File: src/rtl/game_countdown_timer.sv
// BCD mm:ss match countdown for Pong, one step per 1 Hz Tick.
// Optional expiry blink enabled by defining GAME_TIMER_BLINK_EN.
module game_countdown_timer #(
  parameter int StartMinutes = 2,
  parameter int StartSecTens = 0,
  parameter int StartSecOnes = 0
) (
  input  logic       Clock,
  input  logic       Reset,
  input  logic       Tick,
  input  logic       Start,
  input  logic       Pause,
  input  logic       Load,
  output logic [3:0] MinOnes,
  output logic [3:0] SecTens,
  output logic [3:0] SecOnes,
  output logic       Running,
  output logic       Expired,
  output logic       ExpiredPulse,
  output logic       Blink
);
  localparam logic [3:0] M0 = 4'(StartMinutes);
  localparam logic [3:0] T0 = 4'(StartSecTens);
  localparam logic [3:0] O0 = 4'(StartSecOnes);

  typedef enum logic [1:0] {IDLE, RUN, PAUSED, EXPIRED} state_t;

  state_t     state, nstate;
  logic [3:0] nmin, nten, nones;
  logic       npulse;
  logic       zero, last;

  assign zero = (MinOnes == 4'd0) && (SecTens == 4'd0) && (SecOnes == 4'd0);
  assign last = (MinOnes == 4'd0) && (SecTens == 4'd0) && (SecOnes == 4'd1);

  always_comb begin
    nstate = state;
    nmin   = MinOnes;
    nten   = SecTens;
    nones  = SecOnes;
    npulse = 1'b0;
    if (Load) begin
      nstate = IDLE;
      nmin   = M0;
      nten   = T0;
      nones  = O0;
    end else if (Start && !Pause && (state == IDLE || state == PAUSED)) begin
      if (zero) begin
        nstate = EXPIRED;
        npulse = 1'b1;
      end else begin
        nstate = RUN;
      end
    end else if (Pause && !Start && state == RUN) begin
      nstate = PAUSED;
    end else if (Tick && state == RUN) begin
      if (SecOnes != 4'd0) begin
        nones = SecOnes - 4'd1;
      end else if (SecTens != 4'd0) begin
        nones = 4'd9;
        nten  = SecTens - 4'd1;
      end else if (MinOnes != 4'd0) begin
        nones = 4'd9;
        nten  = 4'd5;
        nmin  = MinOnes - 4'd1;
      end
      // 0:01 -> 0:00 expires on the same edge as the decrement
      if (last) begin
        nstate = EXPIRED;
        npulse = 1'b1;
      end
    end
  end

`ifdef GAME_TIMER_BLINK_EN
  logic nblink;
  always_comb begin
    nblink = Blink;
    if (Load || (nstate == EXPIRED && state != EXPIRED))
      nblink = 1'b0;
    else if (state == EXPIRED && Tick)
      nblink = ~Blink;
  end
`else
  assign Blink = 1'b0;
`endif

  always_ff @(posedge Clock or posedge Reset) begin
    if (Reset) begin
      state        <= IDLE;
      MinOnes      <= M0;
      SecTens      <= T0;
      SecOnes      <= O0;
      Running      <= 1'b0;
      Expired      <= 1'b0;
      ExpiredPulse <= 1'b0;
`ifdef GAME_TIMER_BLINK_EN
      Blink        <= 1'b0;
`endif
    end else begin
      state        <= nstate;
      MinOnes      <= nmin;
      SecTens      <= nten;
      SecOnes      <= nones;
      Running      <= (nstate == RUN);
      Expired      <= (nstate == EXPIRED);
      ExpiredPulse <= npulse;
`ifdef GAME_TIMER_BLINK_EN
      Blink        <= nblink;
`endif
    end
  end
endmodule

File: config.mk
export PLATFORM = sky130hd
export DESIGN_NAME = game_countdown_timer
export DESIGN_NICKNAME = d
export VERILOG_FILES = /design/src/rtl/game_countdown_timer.sv
export SDC_FILE = /design/constraint.sdc
export NUM_CORES = 1
export LEC_CHECK = 0
export BUFFER_PORTS_ARGS = -buffer_cell sky130_fd_sc_hd__buf_4
export CAP_MARGIN = 0
export CORE_ASPECT_RATIO = 1.25
export CORE_MARGIN = 1
export CORE_UTILIZATION = 51
export DETAILED_ROUTE_END_ITERATION = 6
export MAX_ROUTING_LAYER = met4
export PLACE_DENSITY = 0.77
export SLEW_MARGIN = 10
export SYNTH_ARGS = -nofsm -noshare
export SYNTH_HDL_FRONTEND = slang
export SYNTH_SLANG_ARGS = --single-unit
File: constraint.sdc
create_clock -name Clock -period 2.3 [get_ports Clock]
set_input_delay 0.46 -clock Clock [delete_from_list [all_inputs] [get_ports Clock]]
set_output_delay 0.46 -clock Clock [all_outputs]
set_load 0.03 [all_outputs]
==> results of run 1 <==
[final timing paths]
path	startpoint	to	slack (ps)	cells after the start
setup / recovery	MinOnes[0]	Expired	160	6
hold / removal	Reset	state[1]	260	2
setup reg to reg	MinOnes[0]	Expired	160	6
hold reg to reg	SecTens[3]	SecTens[3]	560	2
max in group asynchronous	Reset	SecOnes[1]	1640	2
min in group Clock	Start	ExpiredPulse	450	3
[per-stage QoR]
stage          setup slack [ps]  total power, µW  hold WS, ps   util  area [µm²]
6_report                    165              574          255  0.650        1150
5_1_grt                    78.3              606          318  0.650        1150
4_1_cts                     175              582          277  0.650        1150
3_5_place_dp                196              427          547  0.635        1120
3_3_place_gp                239              425          541  0.635        1120
2_1_floorplan               135              393          385      -         951
[synthesized netlist by cell type]
library cell,count
nor2_1,3
mux2i_1,1
inv_1,5
o21a_1,1
or4_1,3
a21oi_1,10
nor3b_1,2
and4b_1,1
a2111oi_4,1
o41ai_1,1
mux2_2,2
dfstp_2,1
nand3b_1,1
or3_1,5
o41a_1,1
nor2b_1,6
nand4_1,1
conb_1,1
o31ai_1,3
nor3_1,8
clkbuf_1,3
or2_4,1
buf_4,1
ha_1,2
nand3_1,2
o21ai_0,4
nand4b_1,1
or3b_2,1
nand2b_1,1
nand2_1,4
nor4_1,1
a211oi_1,3
or4b_1,1
dfrtp_1,16
[cells by family (layout without fill, tap and decap cells)]
family	after synthesis	after routing	share of synthesized area
other	1	1	0.00394
flip-flops	17	17	0.449
adder cells (fa/ha/maj)	2	2	0.0263
buffers and inverters	9	31	0.0395
multiplexers	3	3	0.0342
AO/OA/AOI/OAI	24	24	0.179
AND/OR/NAND/NOR	42	42	0.268
[area by class of cell]
cell class,instances,area (µm²)
Multi-Input combinational cell,72,487
Tap cell,19,23.8
Inverter,5,18.8
Sequential cell,17,427
Fill cell,160,618
Clock buffer,4,26.3
Timing Repair Buffer,22,165
[worst max-delay path, stage by stage (launching register included)]
cell and delay, ps:
dfrtp_1 430, inv_1 90, ha_1 160, or3b_2 470, o41a_1 340, or2_4 250, a2111oi_4 300
[routing by layer]
layer	vias up	part of all wire
li1	409	-
met1	398	0.44
met2	16	0.53
met3	2	0.025
met4	0	0.0087
met5	-	0
[power breakdown]
part           internal, µW  leakage [µW]  total, µW  switching, µW
logic                  40.3      0.000276        103           63.0
registers               308      0.000231        317           9.01
clock network          67.3     0.0000150        153           85.6
total                   416      0.000522        574            158
[sequential cells by signal, indices dropped and copies added (netlist names)]
name	flops
SecTens	4
MinOnes	4
Expired	1
Running	1
ExpiredPulse	1
SecOnes	4
state	2
[layout by cell type (no fill, tap or decap), drive strengths merged]
cell     count
dfstp        1
or3b         1
nor2         3
o31ai        3
or2          1
nor4         1
nand3b       1
or4b         1
a2111oi      1
nand4        1
nand4b       1
nor2b        6
nor3         8
o21ai        4
a21oi       10
and4b        1
ha           2
o21a         1
mux2i        1
o41a         1
a211oi       3
mux2         2
conb         1
inv          5
nand2        4
or4          3
nor3b        2
clkbuf       4
o41ai        1
nand3        2
or3          5
buf         22
dfrtp       16
nand2b       1
==> impl_results.md, run 1 <==
* Final ANT Viol Nets at 0
* HP Class: in -> async
* Period utilization at 0.928
* Fin nets at 129
* I/O Buffers at 20
* Post-Syn Instances at 98
* Syn_nets at 106
* Syn. warnings at 0
* Die ar. at 2040 µm²
* Endpoints failing setup at 0
* Chip width at 40.6 µm
* Worst VDD drop at 0.000316 V
* Fmax at 468 MHz
* Crit Path Category: reg -> reg
* Post-Synthesis Mean Instance Area at 9.70 µm²
* Flops & latches, synth at 17
* Layout cells sized above 1 at 0.258
* Arrival time at the worst endpoint at 2320 ps
* Max-cap violations at 0
* # diodes at 0
* Clock Latency Late Sink at 280 ps
* CP Data Required Time at 2480 ps
* Setup TNS at 0 ps
* Routed WL per cell at 14.1 µm
* Pin count of the biggest net entering global routing at 19
* DRC viols at 0
* Cell Count, Final, Fillers Out at 139
* Mapped Area at 951 µm²
* Post-detail-place hpwl at 1480 µm
* Post-synthesis sequential area ratio at 0.449
* Final Hold Viols at 0
* CTS Buf Count at 3
* First-pass GRT wire length at 2960 µm
* Synth area leaders: dfrtp_1 (42%), a21oi_1 (5.3%), nor3_1 (4.2%), nor2b_1 (3.9%), or3_1 (3.3%)
* Area Overhead vs Synth at 20.7%
* Height of the die at 50.3 µm
* Yosys top cell by area: dfrtp_1
* CTS Hold Bufs at 0
* Pins Over Slew Limit at 0
* Site Rows at 17
* Via density at 5.94
* Synth top area share at 0.421
* Gr busiest metal: met2
* Netlist cell types at 34
* Vias at 825
* Measured slew at the worst slew-check pin at 622 ps
* CP max FO at 5
* Core area at 1770 µm²
* Met2 Usage GRT at 0.362
* Initial Utilization at 0.539
* CTS Sinks at 17
* Slew Limit Headroom at 0.585
* Gr usage total at 0.217
* Antenna violations before repair at 0
* CP Launch Type: register
* DRT iter0 DRCs at 9
* Total grt overflow at 0
* RSZ-0062 raised after global routing: no
* Pleak at 0.000522 µW
* Period minus WS final at 2140 ps
* Clock Tree Root: clkbuf_4
* Setup Buffers After CTS at 0
* Power per Cell Area at 500 nW/µm²
* Detailed Routing Iterations Pass 1 at 2
* Max Root-Sink Buffers at 2
* Post-Place Cells at 135
* CTS tree: yes
* Status: complete, no violations
* Met1 Usage GRT at 0.234
* Boundary pin count at 22
* CP endpoint kind: register
* # H-tree levels at 1
* Final Skew at 2.90 ps
* GPL Wtd Cong at 0.902
* WL final at 1960 µm
* Met3 Track Usage GR at 0.0398
* Vias in the first global route at 749
* CTS clock-pin slew for the worst setup and hold paths at 90 ps
* Resized cells post-CTS at 0
(Power assumes the default switching activity.)
==> run 2, diff against run 1 <==
--- a/config.mk
+++ b/config.mk
@@ -7,12 +7,15 @@
 export LEC_CHECK = 0
 export BUFFER_PORTS_ARGS = -buffer_cell sky130_fd_sc_hd__buf_4
 export CAP_MARGIN = 0
+export CELL_PAD_IN_SITES_DETAIL_PLACEMENT = 0
+export CELL_PAD_IN_SITES_GLOBAL_PLACEMENT = 1
 export CORE_ASPECT_RATIO = 1.25
 export CORE_MARGIN = 1
-export CORE_UTILIZATION = 51
+export CORE_UTILIZATION = 39
 export DETAILED_ROUTE_END_ITERATION = 6
+export GPL_TIMING_DRIVEN = 0
 export MAX_ROUTING_LAYER = met4
-export PLACE_DENSITY = 0.77
+export PLACE_DENSITY = 0.78
 export SLEW_MARGIN = 10
 export SYNTH_ARGS = -nofsm -noshare
 export SYNTH_HDL_FRONTEND = slang
==> run 2 against run 1 <==
Net effect:
- highest routed layer unchanged
- critical path depth is the same
- power up 1.4%
- clock power is 6% higher
- largest cell class unchanged
- critical endpoint unchanged
==> impl_results.md, run 2 (synthesized netlist as in run 1, its figures left out) <==
* Setup TNS at 0 ps
* Layout cells sized above 1 at 0.248
* Site Rows at 19
* Worst R2R Start: MinOnes[0]
* Final Skew at 6.49 ps
* Period utilization at 0.930
* CTS Buf Count at 3
* Chip width at 46.2 µm
* DP Area at 1130 µm²
* GPL Wtd Cong at 0.747
* Crit Path Category: reg -> reg
* Via density at 5.37
* Endpoints failing setup at 0
* Routed WL per cell at 13.2 µm
* Critical path depth at 6
* Arrival time at the worst endpoint at 2340 ps
* DRT iter0 DRCs at 6
* Pins Over Slew Limit at 0
* HP Class: in -> async
* Power per Cell Area at 499 nW/µm²
* Reg2reg setup slack at 160 ps
* Gr usage total at 0.176
* Max Root-Sink Buffers at 2
* CTS tree: yes
* Most common cell after layout, fill and taps aside: buf_4
* Fmax at 467 MHz
* Max-cap violations at 0
* Top delay family on crit path: simple AND/OR/NAND/NOR gates
* Final ANT Viol Nets at 0
* Vias at 816
* Total grt overflow at 0
* Measured slew at the worst slew-check pin at 667 ps
* Fin nets at 130
* RSZ-0062 raised after global routing: no
* Worst VDD drop at 0.000465 V
* Die ar. at 2640 µm²
* Post-detail-place hpwl at 1520 µm
* Period minus WS final at 2140 ps
* CTS clock-pin slew for the worst setup and hold paths at 100 ps
* Cells along the critical path: inv_1 > ha_1 > or3b_2 > o41a_1 > or2_4 > a2111oi_4
* WL final at 2010 µm
* Overall Power at 582 µW
* Crit-path slowest cell: or3b_2
* Worst path bufs/invs at 1
* Fill cells at 216
* Pin count of the biggest net entering global routing at 18
* Hold WS at 253 ps
* Detailed Routing Iterations Pass 1 at 6
* CP max FO at 5
* Core area at 2260 µm²
* Clock Tree Root: clkbuf_4
* Setup Buffers After CTS at 0
* CP Data Required Time at 2500 ps
* I/O Buffers at 19
* Reg2Reg Capture Point: Expired
* Vias in the first global route at 759
* Antenna violations before repair at 0
* CTS Sinks at 17
* Design Area, Final at 1160 µm²
* Largest regs: MinOnes x4, SecOnes x4, SecTens x4
* Height of the die at 57.2 µm
* DRC viols at 0
* FF-to-FF path depth at 6
* # diodes at 0
* Most frequent cells in the layout: buf_4 (20), dfrtp_1 (16), a21oi_1 (10)
* Initial Utilization at 0.421
* Final Hold Viols at 0
* CP endpoint kind: register
* Slew Limit Headroom at 0.555
* Worst path max stage delay at 470 ps
* Clock Latency Late Sink at 290 ps
* Area Overhead vs Synth at 22.5%
* Boundary pin count at 22
* CP Launch Type: register
* # H-tree levels at 1
* Status: complete, no violations
* Pleak at 0.000518 µW
* First-pass GRT wire length at 3380 µm
run 2: repair_timing:
action                                  4_1_cts  5_1_grt
hold buffers                                  0        0
endpoints found under the hold margin         0        0
resized for setup                             0        1
endpoints found under the setup margin        0        5
run 2: cell type report:
cell class	count	area, µm²	area share
Multi-Input combinational cell	72	493	0.423
Sequential cell	17	427	0.366
Timing Repair Buffer	19	143	0.122
Tap cell	31	38.8	0.0333
Clock buffer	4	26.3	0.0226
Buffer	4	18.8	0.0161
Inverter	5	18.8	0.0161
run 2: worst max path at each step:
stage                    start           end  slack, ps
floorplan           MinOnes[0]       Expired        140
global placement    SecTens[1]       Running        110
detailed placement  SecTens[1]  ExpiredPulse        130
CTS                 SecTens[1]       Running        100
global route        MinOnes[0]       Expired         40
finish              MinOnes[0]       Expired        160
run 2: worst register-to-register path: stages, from the launching register on:
cell and delay (ps):
dfrtp_1 430, inv_1 90, ha_1 160, or3b_2 470, o41a_1 340, or2_4 260
a2111oi_4 300
run 2: report_power, final:
group	total (µW)	internal (µW)	switching, µW
Combinational	101	39.0	61.9
Clock	162	67.5	94.7
Sequential	319	308	10.1
Total	582	415	167
run 2: through the flow:
step / std cells / util / worst slack [ps]
3_3_place_gp: 148 / 0.501 / 113
4_1_cts: 152 / 0.513 / 96.6
2_1_floorplan: 98 / - / 135
3_5_place_dp: 148 / 0.501 / 126
6_report: 152 / 0.516 / 160
5_1_grt: 152 / 0.516 / 42.3
run 2: routing by layer:
metal	routed length, µm	vias to the layer above	global-route usage
met5	0	-	-
met4	26	0	0.0630
met3	44	4	0.0285
met2	1020	14	0.268
met1	910	388	0.231
li1	-	410	-
==> run 3, diff against run 2 <==
==> constraint.sdc (replaced) <==
create_clock -name Clock -period 2.3 [get_ports Clock]
set_input_delay 0.46 -clock Clock [delete_from_list [all_inputs] [get_ports Clock]]
set_output_delay 0.46 -clock Clock [all_outputs]
set_load 0.1 [all_outputs]
==> run 3 against run 2 <==
Net effect:
- fmax down 1.8%
- critical path type unchanged
- non-clock buffer count is 1 higher
- largest cell class unchanged
- via count grew 4.4%
- sequential cell count unchanged
- count of clock-buffer cells in the layout unchanged
- setup slack got worse by 40 ps
==> impl_results.md, run 3 (synthesized netlist as in run 1, its figures left out) <==
* Status: complete, no violations
* Largest regs: MinOnes x4, SecOnes x4, SecTens x4
* # diodes at 0
* Reg2reg setup slack at 120 ps
* Most frequent cells in the layout: buf_4 (21), a21oi_1 (10), dfrtp_2 (9)
* Antenna violations before repair at 0
* Clock Tree Root: clkbuf_4
* Clock Latency Late Sink at 300 ps
* Height of the die at 57.2 µm
* CTS Buf Count at 3
* Via density at 5.57
* Period minus WS final at 2180 ps
* Max Root-Sink Buffers at 2
* First-pass GRT wire length at 3590 µm
* Vias at 852
* Final Skew at 2.24 ps
* Measured slew at the worst slew-check pin at 676 ps
* Die ar. at 2640 µm²
* Gr usage total at 0.192
* Top delay family on crit path: compound AO/OA/AOI/OAI gates
* HP Class: in -> async
* GPL Wtd Cong at 0.807
* CTS Sinks at 17
* CP Launch Type: register
* CP Data Required Time at 2500 ps
* Arrival time at the worst endpoint at 2380 ps
* RSZ-0062 raised after global routing: no
* Worst path bufs/invs at 1
* Endpoints failing setup at 0
* Final ANT Viol Nets at 0
* Layout cells sized above 1 at 0.336
* Max-cap violations at 0
* Crit Path Category: reg -> reg
* Pins Over Slew Limit at 0
* Final Hold Viols at 0
* Worst R2R Start: MinOnes[0]
* Power per Cell Area at 529 nW/µm²
* Crit-path slowest cell: dfrtp_4
* Worst path max stage delay at 490 ps
* Core area at 2260 µm²
* # H-tree levels at 1
* Total grt overflow at 0
* Area Overhead vs Synth at 25.1%
* Period utilization at 0.948
* WL final at 2040 µm
* Post-layout util at 0.527
* Site Rows at 19
* CP max FO at 3
* Cells along the critical path: inv_1 > ha_1 > or3b_4 > o41a_1 > or2_4 > a2111oi_4
* CTS clock-pin slew for the worst setup and hold paths at 100 ps
* CTS Hold Bufs at 0
* Pin count of the biggest net entering global routing at 18
* Boundary pin count at 22
* Pleak at 0.000509 µW
* Detailed Routing Iterations Pass 1 at 4
* DRT iter0 DRCs at 17
* Setup TNS at 0 ps
* I/O Buffers at 19
* Worst VDD drop at 0.000281 V
* Vias in the first global route at 817
* Reg2Reg Capture Point: Expired
* DRC viols at 0
* Initial Utilization at 0.421
* Routed WL per cell at 13.4 µm
* Chip width at 46.2 µm
* CP endpoint kind: register
* Overall Power at 630 µW
* Worst setup path start: MinOnes[0]
* Fin nets at 131
* Fmax at 459 MHz
* Slew Limit Headroom at 0.549
* FF-to-FF path depth at 6
* Most common cell after layout, fill and taps aside: buf_4
* Post-detail-place hpwl at 1520 µm
* CTS tree: yes
run 3: layout make-up:
type	count	area, µm²
clock buffers	4	26.3
plain buffers	4	18.8
inverters	5	18.8
well taps	31	38.8
fillers	223	1070
repair buffers	20	150
flip-flops and latches	17	442
multi-input cells	72	495
run 3: power breakdown:
part           internal [µW]  switching (µW)  total (µW)
registers                309            9.83         319
logic                   40.5             106         147
clock network           67.7            96.4         164
total                    417             212         630
run 3: timing repair:
action                                  CTS  global route
buffers inserted                          0             1
resized for setup                         0             2
endpoints found under the hold margin     0             0
endpoints found under the setup margin    0             3
run 3: per-layer routing:
metal  track usage  vias to the layer above  share of wire
li1              -                      417              -
met1         0.246                      416           0.45
met2         0.292                       14           0.50
met3        0.0285                        5          0.022
met4        0.0882                        0          0.021
met5             -                        -              0
run 3: worst max path at each step:
| stage | end | slack, ps | cells past startpoint |
|---|---|---|---|
| detailed placement | Expired | 80 | 6 |
| global placement | Expired | 110 | 6 |
| finish | Expired | 120 | 6 |
| global route | Expired | 30 | 6 |
| CTS | Expired | 60 | 6 |
| floorplan | Expired | 10 | 6 |
run 3: stage by stage:
step | cells | setup slack (ps) | cell area [µm²] | hold slack, ps
after floorplan | 98 | 14.1 | 966 | 385
after global placement | 148 | 108 | 1150 | 534
after detailed placement | 148 | 76.8 | 1150 | 554
after CTS | 152 | 58.2 | 1170 | 276
after global routing | 153 | 32.7 | 1190 | 314
final | 153 | 120 | 1190 | 255
